===== src/rtl/gadget.sv =====
// Power-up manager for the 16x16 bomb game: per-tile gadget state, reveal on explosion, collection into player cap/len.
// Latency: every output is registered, one clock from inputs; rst clears state asynchronously.
// Backpressure: none, all inputs are consumed every clock. GADGET_DEBUG_EN enables p2_able_to_add_bomb (else tied 0).
module gadget (
    input  logic         clk,
    input  logic         rst,
    input  logic         start,
    input  logic [1:0]   gadget_type,
    input  logic [7:0]   p1_cor,
    input  logic [7:0]   p2_cor,
    input  logic [255:0] i_explode,
    output logic [2:0]   o_p1_cap,
    output logic [2:0]   o_p2_cap,
    output logic [1:0]   o_p1_len,
    output logic [1:0]   o_p2_len,
    output logic [2:0]   gadget_grid [0:255],
    output logic         p2_able_to_add_bomb
);

    localparam logic [2:0] C_EMPTY = 3'd0;
    localparam logic [2:0] C_HCAP  = 3'd1;
    localparam logic [2:0] C_HLEN  = 3'd2;
    localparam logic [2:0] C_VCAP  = 3'd3;
    localparam logic [2:0] C_VLEN  = 3'd4;

    typedef enum logic {IDLE = 1'b0, PLAY = 1'b1} state_t;

    state_t     state_q, state_d;
    logic [2:0] grid_q [0:255];
    logic [2:0] grid_d [0:255];
    logic [2:0] p1_cap_q, p1_cap_d, p2_cap_q, p2_cap_d;
    logic [1:0] p1_len_q, p1_len_d, p2_len_q, p2_len_d;
    logic       play_active;
    logic       p1_take, p2_take;
    logic [2:0] p1_code, p2_code;

    // Starting gadget placement; x = idx[3:0], y = idx[7:4], so x%4 = idx[1:0], y%4 = idx[5:4]
    function automatic logic [2:0] layout_code(input logic [1:0] t, input logic [7:0] idx);
        logic [2:0] code;
        code = C_EMPTY;
        case (t)
            2'd0: if (idx[1:0] == 2'd2) begin
                      if (idx[5:4] == 2'd2)      code = C_HCAP;
                      else if (idx[5:4] == 2'd0) code = C_HLEN;
                  end
            2'd1: if (idx[1:0] == 2'd2) begin
                      if (idx[5:4] == 2'd2)      code = C_HLEN;
                      else if (idx[5:4] == 2'd0) code = C_HCAP;
                  end
            2'd2: if (idx[0] && idx[4]) code = C_HCAP;
            default: code = C_EMPTY;
        endcase
        return code;
    endfunction

    // Next state, per-tile update and player counters
    always_comb begin
        state_d  = state_q;
        grid_d   = grid_q;
        p1_cap_d = p1_cap_q;
        p2_cap_d = p2_cap_q;
        p1_len_d = p1_len_q;
        p2_len_d = p2_len_q;

        case (state_q)
            IDLE:    if (start)  state_d = PLAY;
            PLAY:    if (!start) state_d = IDLE;
            default: state_d = IDLE;
        endcase

        // Dropping start in PLAY behaves like IDLE on that same clock so the
        // layout and counters are restored on the very next edge.
        play_active = (state_q == PLAY) && start;

        // Each player can only pick up the tile under it; P1 wins a shared tile.
        p1_code = grid_q[p1_cor];
        p2_code = grid_q[p2_cor];
        p1_take = (p1_code == C_VCAP) || (p1_code == C_VLEN);
        p2_take = ((p2_code == C_VCAP) || (p2_code == C_VLEN)) && (p2_cor != p1_cor);

        if (play_active) begin
            for (int i = 0; i < 256; i++) begin
                if (((grid_q[i] == C_VCAP) || (grid_q[i] == C_VLEN)) &&
                    ((p1_cor == 8'(i)) || (p2_cor == 8'(i)))) begin
                    grid_d[i] = C_EMPTY;
                end else if (i_explode[i]) begin
                    case (grid_q[i])
                        C_HCAP:          grid_d[i] = C_VCAP;
                        C_HLEN:          grid_d[i] = C_VLEN;
                        C_VCAP, C_VLEN:  grid_d[i] = C_EMPTY;
                        default:         grid_d[i] = grid_q[i];
                    endcase
                end
            end

            if (p1_take && (p1_code == C_VCAP) && (p1_cap_q != 3'd7)) p1_cap_d = p1_cap_q + 3'd1;
            if (p1_take && (p1_code == C_VLEN) && (p1_len_q != 2'd3)) p1_len_d = p1_len_q + 2'd1;
            if (p2_take && (p2_code == C_VCAP) && (p2_cap_q != 3'd7)) p2_cap_d = p2_cap_q + 3'd1;
            if (p2_take && (p2_code == C_VLEN) && (p2_len_q != 2'd3)) p2_len_d = p2_len_q + 2'd1;
        end else begin
            for (int i = 0; i < 256; i++) begin
                grid_d[i] = layout_code(gadget_type, 8'(i));
            end
            p1_cap_d = 3'd1;
            p2_cap_d = 3'd1;
            p1_len_d = 2'd1;
            p2_len_d = 2'd1;
        end
    end

    // State, grid and counter registers
    always_ff @(posedge clk or posedge rst) begin
        if (rst) begin
            state_q  <= IDLE;
            p1_cap_q <= 3'd1;
            p2_cap_q <= 3'd1;
            p1_len_q <= 2'd1;
            p2_len_q <= 2'd1;
            for (int i = 0; i < 256; i++) grid_q[i] <= C_EMPTY;
        end else begin
            state_q  <= state_d;
            p1_cap_q <= p1_cap_d;
            p2_cap_q <= p2_cap_d;
            p1_len_q <= p1_len_d;
            p2_len_q <= p2_len_d;
            for (int i = 0; i < 256; i++) grid_q[i] <= grid_d[i];
        end
    end

    assign o_p1_cap    = p1_cap_q;
    assign o_p2_cap    = p2_cap_q;
    assign o_p1_len    = p1_len_q;
    assign o_p2_len    = p2_len_q;
    assign gadget_grid = grid_q;

`ifdef GADGET_DEBUG_EN
    logic dbg_q, dbg_d;

    // Debug flag tracks the next P2 cap so it lines up with o_p2_cap
    always_comb begin
        dbg_d = (p2_cap_d != 3'd7);
    end

    // Debug flag register
    always_ff @(posedge clk or posedge rst) begin
        if (rst) dbg_q <= 1'b1;
        else     dbg_q <= dbg_d;
    end

    assign p2_able_to_add_bomb = dbg_q;
`else
    assign p2_able_to_add_bomb = 1'b0;
`endif

endmodule


===== config.mk =====
export PLATFORM = sky130hd
export DESIGN_NAME = gadget
export DESIGN_NICKNAME = d
export VERILOG_FILES = /design/src/rtl/gadget.sv
export SDC_FILE = /design/constraint.sdc
export NUM_CORES = 2
export LEC_CHECK = 0
export BUFFER_PORTS_ARGS = -buffer_cell sky130_fd_sc_hd__buf_4
export CORE_AREA = 3 3 411 413
export CTS_BUF_LIST = sky130_fd_sc_hd__clkbuf_8
export DETAILED_ROUTE_END_ITERATION = 8
export DIE_AREA = 0 0 414 416
export SETUP_SLACK_MARGIN = 0.05
export SLEW_MARGIN = 20
export SYNTH_ARGS = -nofsm -noshare
export SYNTH_HDL_FRONTEND = slang
export SYNTH_SLANG_ARGS = --single-unit

===== constraint.sdc =====
create_clock -name clk -period 43.8 [get_ports clk]
set_input_delay 4.38 -clock clk [delete_from_list [all_inputs] [get_ports clk]]
set_output_delay 4.38 -clock clk [all_outputs]
set_load 0.05 [all_outputs]

After elaboration in Yosys (flattened, before gate mapping):

Cells that the tools add are included.

* register bits: 779
* input port bits: 277
* output and inout port bits: 779
* word-level logic and storage cells: 4412

* $add $sub $neg: 4
* order comparisons: 2
* equality and inequality tests: 2061
* multiplexer cells: 787
* bitwise operators: 2
* reductions and logical operators: 1295

Operators with widths (count)
* $pmux 3 s3: 256
* $eq 8x8->1 const B: 256
* $mux 3: 520
* $eq 3x2->1 const B: 514
* $ne 5x1->1 const B: 256
* $eq 8x7->1 const B: 128
* $eq 3x3->1 const B: 258
* $eq 3x1->1 const B: 256
* $mux 768: 1
* $ne 3x2->1 const B: 256
* $logic_or 1x1->1: 514
* $eq 8x6->1 const B: 64
* $reduce_and 2->1: 256
* $reduce_or 2->1: 256
* $logic_and 1x1->1: 266
* $eq 8x5->1 const B: 32
* $eq 8x4->1 const B: 16
* $eq 8x3->1 const B: 8
* $bmux 3 s8: 2
* $eq 8x2->1 const B: 4
* $ge 9x9->1 const B: 2
* $not 8->9: 2
* $eq 8x1->1 const B: 2
* $logic_not 8->1: 2
* 12 further kinds: 24

Longest topological paths before layout:

* depth in word-level cells: 11
* mapped depth: 15

Worst setup path after synthesis:

No wires, ideal clock.

* path type: input-to-reg
* start: in p1_cor[1]
* end: reg p1_len_q[0], in the netlist o_p1_len[0]
* setup time: 0.075 ns
* arrival time: 6.810 ns
* data required time: 43.725 ns
* setup slack: 36.915 ns
* cell stages on the path: 11
* path through: buf_6 > buf_6 > buf_2 > buf_2 > mux4_2 > a221oi_1 > o22ai_1 > a41o_1 > a2111o_1 > and4bb_1 > mux2i_1

* word-level cells in the longest chain between the ends: 9
* elaborated cells between the ends (all ways): 10
* those cells by class: 3 x eq/ne; 3 x mux; 1 x bitwise; 3 x reduce/logical

RTL lines
* from (decl): RTL line 9 `input logic [7:0] p1_cor,`
* $not 8->9 (not written as such) *: RTL line 76 `p1_code = grid_q[p1_cor];`
* $bmux 3 s8 *: RTL line 76
* $mux 3 (not written as such) * (2 in series): RTL line 76
* $eq 3x2->1 or $eq 3x3->1 (tied branches): RTL line 78, 97
* $logic_or 1x1->1: RTL line 78 `p1_take = (p1_code == C_VCAP) || (p1_code == C_VLEN);`
* $logic_and 1x1->1 * (2 in series): RTL line 97 `if (p1_take && (p1_code == C_VLEN) && (p1_len_q != 2'd3)) p1_len_d = p1_len_q + 2'd1;`
* $ne 2x1->1 (no line) *
* to (signal assigned): RTL line 124 `p1_len_q <= p1_len_d;`
* to (decl): RTL line 32 `logic [1:0] p1_len_q, p1_len_d, p2_len_q, p2_len_d;`

Every way passes the cells marked *; elsewhere a longest branch is shown, timed or not. The select of a mux whose other input is x is not followed.
A chain may end at the register's enable or synchronous reset.

Worst setup path after layout:

* start: in p2_cor[1]
* end: reg p2_len_q[0], in the netlist o_p2_len[0]

* word-level cells in the longest chain between the ends: 10
* elaborated cells between the ends (all ways): 12
* those cells by class: 4 x eq/ne; 3 x mux; 1 x bitwise; 4 x reduce/logical

RTL lines
* from (decl): RTL line 10 `input logic [7:0] p2_cor,`
* $not 8->9 (not written as such): RTL line 77 `p2_code = grid_q[p2_cor];`
* $bmux 3 s8: RTL line 77
* $mux 3 (not written as such) (2 in series): RTL line 77
* $eq 3x2->1 or $eq 3x3->1 (tied branches): RTL line 79, 99
* $logic_or 1x1->1: RTL line 79 `p2_take = ((p2_code == C_VCAP) || (p2_code == C_VLEN)) && (p2_cor != p1_cor);`
* $logic_and 1x1->1: RTL line 79
* $logic_and 1x1->1 * (2 in series): RTL line 99 `if (p2_take && (p2_code == C_VLEN) && (p2_len_q != 2'd3)) p2_len_d = p2_len_q + 2'd1;`
* $ne 2x1->1 (no line) *
* to (signal assigned): RTL line 125 `p2_len_q <= p2_len_d;`
* to (decl): RTL line 32

Marks and branches as above.

==> summary.md <==
| Metric | Value |
|---|---|
| Status | finished clean |
| Crit path max fanout | 66 |
| Seq/Total Area, Yosys | 31.8% |
| Synthesized instance count | 4050 |
| Leakage power | 19.4 nW |
| PwrDens | 30.1 nW/um^2 |
| Ys async rst share | 100% |
| Commonest non-fill, non-tap cell in the layout | buf_4 |
| Setup Buffers After CTS | 0 |
| Worst path max stage delay | 1.11 ns |
| GRT Total Usage | 29.4% |
| F_max | 0.121 GHz |
| Total number of vias | 40800 |
| Final WL | 266000 um |
| Worst path slowest cell | nor4bb_2 |
| Longest Clk Path Bufs | 3 |
| Final #Nets | 4927 |
| Synthesis warning total | 0 |
| Max-cap violations | 0 |
| Layout cell share with drive strength beyond 1 | 28.7% |
| First-pass GRT wire length | 349000 um |
| Final setup violation count | 0 |
| CTS HTree Levels | 3 |
| Worst Setup Start Kind | input port |
| Yosys cell types | 92 |
| Worst Path Required | 44.54 ns |
| Setup WS post-layout | 35.51 ns |
| CP Data Arrival Time | 9.03 ns |
| Final TNS setup | 0 ns |
| CTS clock-pin slew for the worst setup and hold paths | 0.06 ns |
| Critical path cell sequence | buf_8, buf_4, nor4bb_2, a22oi_1, a41oi_1, a31oi_1, nand4_1, nor4_1, or3_1, nor3_2, mux2i_1 |
| Detail Placement HPWL | 204000 um |
| Port bufs | 894 |
| Final slew viol count | 0 |
| Worst Max-Slew Pin Slew | 1.22 ns |
| Largest net degree at the start of global routing | 104 |
| CTS tree | yes |
| Post-synth top area share | 31.5% |
| EDFF count, synth | 0 |
| M3 GR Usage | 12.5% |
| Area delta synth->final | 25.0% |
| Vias/cell | 5.87 |
| Bufs and invs on worst path | 2 |
| CP Class | input port to flop |
| Register area | 11500 um^2 |
| Flops & latches, synth | 459 |
| RSZ-0062 raised after global routing | false |
| Initial Util | 21.9% |
| Largest cells by area after synthesis | dfrtp_1 31%, mux4_2 7.3%, buf_4 7.0% |
| GR Overflow Total | 0 |
| 1st-iter DRT viols | 5659 |
| Cts hold-fix bufs | 0 |
| Syn avg cell area | 8.93 um^2 |
| Die X-Extent | 414 um |
| Clock Skew | 0.0671 ns |
| Core footprint | 165000 um^2 |
| Hold WC Path Type | flop to flop |
| Die Ht | 416 um |
| Critical path's top delay family | simple AND/OR/NAND/NOR gates |
| Tcrit/Tclk final | 18.9% |
| Drt pass-1 iters | 7 |
| # IOs | 1056 |
| Min cycle time layout | 8.29 ns |
| Post-synth top flop | dfrtp_1 |
| Dpl ws | 34.98 ns |
| Wirelength per Cell | 38.2 um |
| Post-Syn Area | 36200 um^2 |
| Clk_lat worst skew | 0.86 ns |
| Relative slew slack | 17.5% |
| Row cnt | 149 |
| Die Footprint | 172000 um^2 |
| CTS buffer count | 92 |
| CTS resizes | 0 |
| CTS Sinks | 459 |
| Vias in the first global route | 38000 |
| CP Capture Type | flop |
| Multi-input gate area | 21000 um^2 |
| Final antenna-violating net count | 0 |
| Initial antenna violation count | 85 |
| Final Hold Vio Count | 0 |
| Fillers | 17700 |
| Grt met2 use | 46.1% |
| DRC | 0 |
| Area leader, netlist | dfrtp_1 |
| Clock tree root buffer cell | clkbuf_8 |
| Busiest grt layer | met2 |
| Most frequent cells in the layout | 975 x buf_4, 455 x dfrtp_1, 319 x a21oi_1, 300 x o22ai_1, 239 x nand2_1 |
| GP Congestion | 0.963 |
| VDD IR max | 0.0188 mV |
| M1 GR Usage | 33.5% |
[synth_stat cells (all sizes together) (43+ instances only)]
| cell type | n |
|---|---|
| nand2 | 260 |
| mux2 | 50 |
| mux4 | 118 |
| nor2 | 217 |
| buf | 429 |
| o21ai | 222 |
| nor3 | 53 |
| a21oi | 319 |
| o41ai | 47 |
| nand2b | 66 |
| a2bb2oi | 51 |
| dfrtp | 455 |
| clkbuf | 210 |
| nor2b | 74 |
| inv | 132 |
| a22oi | 85 |
| a21o | 53 |
| nor4b | 167 |
| o31ai | 43 |
| o22ai | 300 |
| a31oi | 76 |
| mux2i | 159 |
[final timing paths]
| path | endpoint | start | depth (start not counted) | slack, ns |
|---|---|---|---|---|
| max | o_p2_len[0]$_DFFE_PP1P_ | p2_cor[1] | 11 | 35.51 |
| min | o_p2_cap[0]$_DFFE_PP1P_ | o_p2_cap[0]$_DFFE_PP1P_ | 2 | 0.55 |
| max reg2reg | gadget_grid[690]$_DFFE_PP0P_ | state_q$_DFF_PP0_ | 8 | 39.10 |
| min reg2reg | o_p2_cap[0]$_DFFE_PP1P_ | o_p2_cap[0]$_DFFE_PP1P_ | 2 | 0.55 |
| max in group asynchronous | gadget_grid[76]$_DFFE_PP0P_ | rst | 5 | 36.87 |
| min in group asynchronous | gadget_grid[486]$_DFFE_PP0P_ | rst | 2 | 3.69 |
[state kept, by name, indices dropped and copies added, names as in the netlist]
signal	cells
gadget_grid	448
o_p1_cap	3
o_p1_len	2
o_p2_cap	3
o_p2_len	2
state_q	1
[metrics by stage]
stage | cells | instance area (um^2) | utilization, % | total power [mW] | hold WS, ns
finish | 6948 | 45200 | 27.4 | 1.36 | 0.552
global route | 6913 | 45100 | 27.3 | 1.41 | 0.578
CTS | 6904 | 45100 | 27.3 | 1.36 | 0.554
detailed placement | 6738 | 43100 | 26.1 | 0.870 | 0.545
global placement | 6738 | 43100 | 26.1 | 0.865 | 0.534
floorplan | 4210 | 36800 | - | 0.724 | 0.568
[cells by family (layout without fill, tap and decap cells)]
kind of cell / Yosys count / in the layout / share of synthesized area, %
compound gates: 1455 / 1455 / 26.5
other cells: 1 / 204 / 0.0104
buf+inv: 772 / 1278 / 12.2
flops: 459 / 459 / 31.8
simple gates: 1022 / 1022 / 15.8
xor+xnor: 8 / 8 / 0.194
fa+ha+maj: 6 / 6 / 0.208
mux: 327 / 327 / 13.3
[worst min-delay path: cells and delay by family, from the launching register on]
kind | cells | cell delay, ns
DFF | 1 | 0.38
and+or+nand+nor | 1 | 0.10
muxes | 1 | 0.07
[power by group]
| group | total (mW) | internal [mW] | switching [mW] |
|---|---|---|---|
| logic | 0.371 | 0.107 | 0.264 |
| registers | 0.500 | 0.442 | 0.0579 |
| clock network | 0.492 | 0.266 | 0.226 |
[per-layer routing]
layer / share of wire (%) / vias to the layer above
met3: 13 / 715
met2: 45 / 3114
met4: 6.7 / 48
met1: 36 / 20500
li1: - / 16400
met5: 0.14 / -
[final cells by class]
cell class	instances	share of cell area (%)
inverter	133	1.12
clock buffer	118	3.59
clock inverter	48	0.780
antenna	43	0.238
timing repair buffer	979	16.3
sequential	459	25.4
multi-input combinational	2979	46.5
tap	2189	6.06
No activity file was read; power rests on OpenSTA's default activity.
